===== src/rtl/fpmul_arbiter.sv =====
// Round-robin front end sharing one pipelined FP multiplier between two requesters.
// Operands are issued one cycle after grant; each result is held per requester until rsp_ready.
module fpmul_arbiter #(
    parameter int MUL_LAT = 1
) (
    input  logic        clk,
    input  logic        rst,
    input  logic [1:0]  req_valid,
    output logic [1:0]  req_ready,
    input  logic [63:0] req_x,
    input  logic [63:0] req_y,
    input  logic [5:0]  req_mode,
    output logic [1:0]  rsp_valid,
    input  logic [1:0]  rsp_ready,
    output logic [63:0] rsp_z,
    output logic [1:0]  rsp_ovrf,
    output logic [1:0]  rsp_udrf,
    output logic [31:0] fp_X,
    output logic [31:0] fp_Y,
    output logic [2:0]  r_mode,
    input  logic [31:0] fp_Z,
    input  logic        ovrf,
    input  logic        udrf
);

    logic [1:0]         inflight;
    logic [1:0]         elig;
    logic [1:0]         grant;
    logic               ptr_q, ptr_d;
    logic [31:0]        fp_x_q, fp_x_d;
    logic [31:0]        fp_y_q, fp_y_d;
    logic [2:0]         r_mode_q, r_mode_d;
    logic [MUL_LAT-1:0] tag_vld_q, tag_vld_d;
    logic [MUL_LAT-1:0] tag_id_q, tag_id_d;
    logic [1:0]         rsp_valid_q, rsp_valid_d;
    logic [63:0]        rsp_z_q, rsp_z_d;
    logic [1:0]         rsp_ovrf_q, rsp_ovrf_d;
    logic [1:0]         rsp_udrf_q, rsp_udrf_d;
    logic               cap_vld;
    logic               cap_id;

    always_comb begin
        inflight = 2'b00;
        for (int k = 0; k < MUL_LAT; k++) begin
            if (tag_vld_q[k]) begin
                inflight[tag_id_q[k]] = 1'b1;
            end
        end
    end

    // Eligibility looks only at registered slot state, so a slot freed this
    // cycle cannot be re-granted until the next one.
    always_comb begin
        elig  = req_valid & ~rsp_valid_q & ~inflight & {2{~rst}};
        grant = elig;
        if (elig == 2'b11) begin
            grant = ptr_q ? 2'b10 : 2'b01;
        end
    end

    assign req_ready = grant;

    always_comb begin
        ptr_d    = ptr_q;
        fp_x_d   = fp_x_q;
        fp_y_d   = fp_y_q;
        r_mode_d = r_mode_q;
        if (grant[0]) begin
            ptr_d    = 1'b1;
            fp_x_d   = req_x[31:0];
            fp_y_d   = req_y[31:0];
            r_mode_d = req_mode[2:0];
        end else if (grant[1]) begin
            ptr_d    = 1'b0;
            fp_x_d   = req_x[63:32];
            fp_y_d   = req_y[63:32];
            r_mode_d = req_mode[5:3];
        end
    end

    // Tag stage k is visible k+1 cycles after the grant; the last stage lines
    // up with fp_Z for the operation it describes.
    always_comb begin
        tag_vld_d    = '0;
        tag_id_d     = '0;
        tag_vld_d[0] = |grant;
        tag_id_d[0]  = grant[1];
        for (int k = 1; k < MUL_LAT; k++) begin
            tag_vld_d[k] = tag_vld_q[k-1];
            tag_id_d[k]  = tag_id_q[k-1];
        end
    end

    assign cap_vld = tag_vld_q[MUL_LAT-1];
    assign cap_id  = tag_id_q[MUL_LAT-1];

    // A requester owns at most one operation, so capture never lands on a full slot.
    always_comb begin
        rsp_valid_d = rsp_valid_q & ~rsp_ready;
        rsp_z_d     = rsp_z_q;
        rsp_ovrf_d  = rsp_ovrf_q;
        rsp_udrf_d  = rsp_udrf_q;
        if (cap_vld) begin
            rsp_valid_d[cap_id] = 1'b1;
            rsp_ovrf_d[cap_id]  = ovrf;
            rsp_udrf_d[cap_id]  = udrf;
            if (cap_id) begin
                rsp_z_d[63:32] = fp_Z;
            end else begin
                rsp_z_d[31:0] = fp_Z;
            end
        end
    end

    always_ff @(posedge clk) begin
        if (rst) begin
            ptr_q       <= 1'b0;
            fp_x_q      <= '0;
            fp_y_q      <= '0;
            r_mode_q    <= '0;
            tag_vld_q   <= '0;
            tag_id_q    <= '0;
            rsp_valid_q <= '0;
            rsp_z_q     <= '0;
            rsp_ovrf_q  <= '0;
            rsp_udrf_q  <= '0;
        end else begin
            ptr_q       <= ptr_d;
            fp_x_q      <= fp_x_d;
            fp_y_q      <= fp_y_d;
            r_mode_q    <= r_mode_d;
            tag_vld_q   <= tag_vld_d;
            tag_id_q    <= tag_id_d;
            rsp_valid_q <= rsp_valid_d;
            rsp_z_q     <= rsp_z_d;
            rsp_ovrf_q  <= rsp_ovrf_d;
            rsp_udrf_q  <= rsp_udrf_d;
        end
    end

    assign fp_X      = fp_x_q;
    assign fp_Y      = fp_y_q;
    assign r_mode    = r_mode_q;
    assign rsp_valid = rsp_valid_q;
    assign rsp_z     = rsp_z_q;
    assign rsp_ovrf  = rsp_ovrf_q;
    assign rsp_udrf  = rsp_udrf_q;

endmodule

===== config.mk =====
export PLATFORM = sky130hd
export DESIGN_NAME = fpmul_arbiter
export DESIGN_NICKNAME = d
export VERILOG_FILES = /design/src/rtl/fpmul_arbiter.sv
export SDC_FILE = /design/constraint.sdc
export NUM_CORES = 1
export LEC_CHECK = 0
export CAP_MARGIN = 20
export CORE_AREA = 3 3 122 124
export CTS_CLUSTER_DIAMETER = 40
export DETAILED_ROUTE_END_ITERATION = 8
export DIE_AREA = 0 0 125 127
export GPL_TIMING_DRIVEN = 0
export HOLD_SLACK_MARGIN = 0.05
export PLACE_DENSITY = 0.8
export SETUP_SLACK_MARGIN = 0.1
export SKIP_CTS_REPAIR_TIMING = 1
export SLEW_MARGIN = 5
export SYNTH_ARGS = -nofsm -noshare
export SYNTH_HDL_FRONTEND = slang
export SYNTH_SLANG_ARGS = --single-unit

===== constraint.sdc =====
create_clock -name clk -period 3.7 [get_ports clk]
set_clock_uncertainty 0.15 [all_clocks]
set_input_delay 0.555 -clock clk [delete_from_list [all_inputs] [get_ports clk]]
set_output_delay 0.555 -clock clk [all_outputs]
set_load 0.01 [all_outputs]

==> impl_metrics.ini <==
[critical_path]
critical_path_required_ps = 2990
timing.reg2reg.setup_slack_ps = 1580
cp_data_arrival_time_ps = 2720
worst_setup_path_endpoint = req_ready[1]
rr_startpoint = rsp_valid[0]$_SDFF_PP0_
critical_path.max_fanout = 10
ff2ff_path_depth = 7
worst_setup_path_end_kind = output pin
worst_r2r_endpoint = fp_Y[21]$_SDFFE_PP0P_
criticalPathCategory = input port to output pin
setup.worst_path.start = rst
cp-start-kind = input port

[finish]
area.growth.synth_to_final_pct = 76.3
num-nets-final = 1058
final_cell_count_without_fillers = 1078
most_frequent_standard_cell_in_the_layout_excluding_fill_and_tap_cells = clkdlybuf4s50_1
fillers = 1105
drive_gt1_share_pct = 6.69
most_frequent_cells_in_the_layout = 312 x clkdlybuf4s50_1, 140 x dfxtp_1, 137 x nand2_1
layout.core_utilization_pct = 66.2

[hold_path]
hold_path_class = flop to flop

[timing]
worst_pin_slew_ps = 516
timing.hold.ws_ps = 304
fin_setup_tns_ps = 0
relSlewSlack_pct = 65.6
timing_max_transition_violations_final = 0
maxClockFrequency_mhz = 292
period_minus_slack_ps = 3430
period_utilization_pct = 92.6
final_hold_viol_count = 0
unrepaired_setup_endpoints_after_global_routing = no
final-setup-viol-count = 0

[logic_synthesis]
synth_largest_type_area_fraction_pct = 53.7
synth_top_area_cell = dfxtp_1
synthCells = 553
syn_area_per_cell_sq_um = 9.43
synth.lib_cells_used.distinct = 24
count_of_state_elements_after_synthesis = 140
mux_contribution_to_synthesized_area_pct = 0
synth_xor_area_share_pct = 0
synthSimpleGateAreaFrac_pct = 21.0
synthAdderAreaFrac_pct = 0
syn-cell-area_sq_um = 5220
postSynthNetCount = 727
synth-compound-area-share_pct = 20.4
ys_seq_area_share_pct = 53.7
ys_top_cells_by_area = dfxtp_1 54%, a221o_1 13%, nand2_1 9.9%
synth_top_family_by_area = simple AND/OR/NAND/NOR gates
yosysWarningCount = 0

[cts]
clock-sinks = 140
tritoncts.num_buffers = 17
cts-htree-levels = 4
clk-insertion-delay-late_ps = 410
cts_max_path_buffers = 2
clkTransAtPathRegs_ps = 60
clock_tree_from_tritoncts = built
cts-root-buf = clkbuf_16

[grt]
overflow = 0
global_route_wire_length_before_repair_microns = 31400
via_count_of_the_first_global_routing_pass = 5555
antenna_violations_before_repair = 0
grt_use_total_pct = 24.9
pin_count_of_the_biggest_net_entering_global_routing = 17

[outcome]
run_status = complete, no violations

[floorplan]
design.die.area_sq_um = 15900
design.portCount = 313
core-area_sq_um = 13900
rows = 43
start_util_pct = 37.6
die_w_microns = 125
fp.dieH_microns = 127

[drt]
drt-pass1-iter-count = 5
wire_length_after_detailed_routing_microns = 20500
detailroute.via_count = 5535
drt_first_iter_violations = 353
post_drt_wl_per_cell_microns = 19.0
viasPerCell = 5.13
drt_drc_violations_left = 0
ant_nets = 0

[power_and_ir_drop]
vdd.ir_drop.worst_mv = 0.423
total_leakage_power_nw = 3.33
powerDensity_nw_per_um2 = 471
report.power.total_w = 0.00434

[place]
hpwl_dp_microns = 15300
gpl.final_weighted_congestion = 0.843
buffer_ports.inserted = 312
numPlacedInstances = 1045

[job]
cap_viol_max_count = 0
[final cells by class]
type / count / area, sq um / share of cell area [%]
Sequential cell: 140 / 2800 / 30.5
Timing Repair Buffer: 312 / 3120 / 34.0
Antenna cell: 1 / 2.50 / 0.0272
Clock inverter: 14 / 178 / 1.93
Multi-Input combinational cell: 358 / 2170 / 23.6
Buffer: 53 / 250 / 2.72
Clock buffer: 18 / 439 / 4.78
Inverter: 2 / 7.51 / 0.0816
Tap cell: 180 / 225 / 2.45
[how the worst min path moves through the flow]
stage / cells past startpoint / end / slack, ps / startpoint
floorplan: 1 / ptr_q$_SDFFE_PP0P_ / 320 / ptr_q$_SDFFE_PP0P_
global placement: 2 / rsp_z[47]$_SDFFE_PP0P_ / 290 / rsp_z[47]$_SDFFE_PP0P_
finish: 2 / rsp_ovrf[1]$_SDFFE_PP0P_ / 300 / rsp_ovrf[1]$_SDFFE_PP0P_
CTS: 2 / rsp_z[34]$_SDFFE_PP0P_ / 300 / rsp_z[34]$_SDFFE_PP0P_
detailed placement: 2 / rsp_z[8]$_SDFFE_PP0P_ / 300 / rsp_z[8]$_SDFFE_PP0P_
global route: 2 / rsp_z[34]$_SDFFE_PP0P_ / 320 / rsp_z[34]$_SDFFE_PP0P_
[state kept, by name (all words and copies together) (netlist names)]
register,flops
rsp_valid,2
cap_id,1
r_mode,3
fp_Y,32
rsp_ovrf,2
rsp_z,64
rsp_udrf,2
ptr_q,1
fp_X,32
cap_vld,1
[cells by family (layout without fill, tap and decap cells)]
family	after synthesis	after routing
and+or+nand+nor	217	217
AOI/OAI and AO/OA	141	141
buffers and inverters	55	399
DFF	140	140
other	0	1
[per-layer routing]
layer | vias to the layer above | routed length (microns) | GRT usage (%)
met5 | - | 0 | 0
met4 | 0 | 486 | 8.42
met3 | 33 | 1860 | 10.2
met2 | 234 | 9910 | 41.7
met1 | 2618 | 8230 | 29.1
li1 | 2650 | - | -
[worst max-delay path, stage by stage]
cell and delay, ps:
clkdlybuf4s50_1 440, buf_2 210, inv_2 100, nand4_1 350, clkbuf_1 360, nor2_1 160
clkdlybuf4s50_1 540
[synthesized netlist by cell type (all sizes together)]
library cell and instances:
nor3b 67, nor2 3, a311oi 1, a211oi 1, a21oi 70, nor2b 1
dfxtp 140, buf 31, a221o 67, inv 2, nand2b 3, and4b 1
and3 1, and2 1, nand3 1, nand4 1, a31oi 2, nand2 138
clkbuf 22
[metrics by stage]
stage | setup WS [ps] | instance area [sq um]
floorplan | 1520 | 5220
global placement | 146 | 8560
detailed placement | 82.7 | 8560
CTS | 108 | 9180
global route | 118 | 9190
finish | 273 | 9200
[power breakdown]
part | internal, W | switching [W] | total (W)
registers | 0.00164 | 0.0000725 | 0.00171
clock network | 0.00104 | 0.000728 | 0.00177
logic | 0.000502 | 0.000355 | 0.000857
No activity file was read; power rests on OpenSTA's default activity.
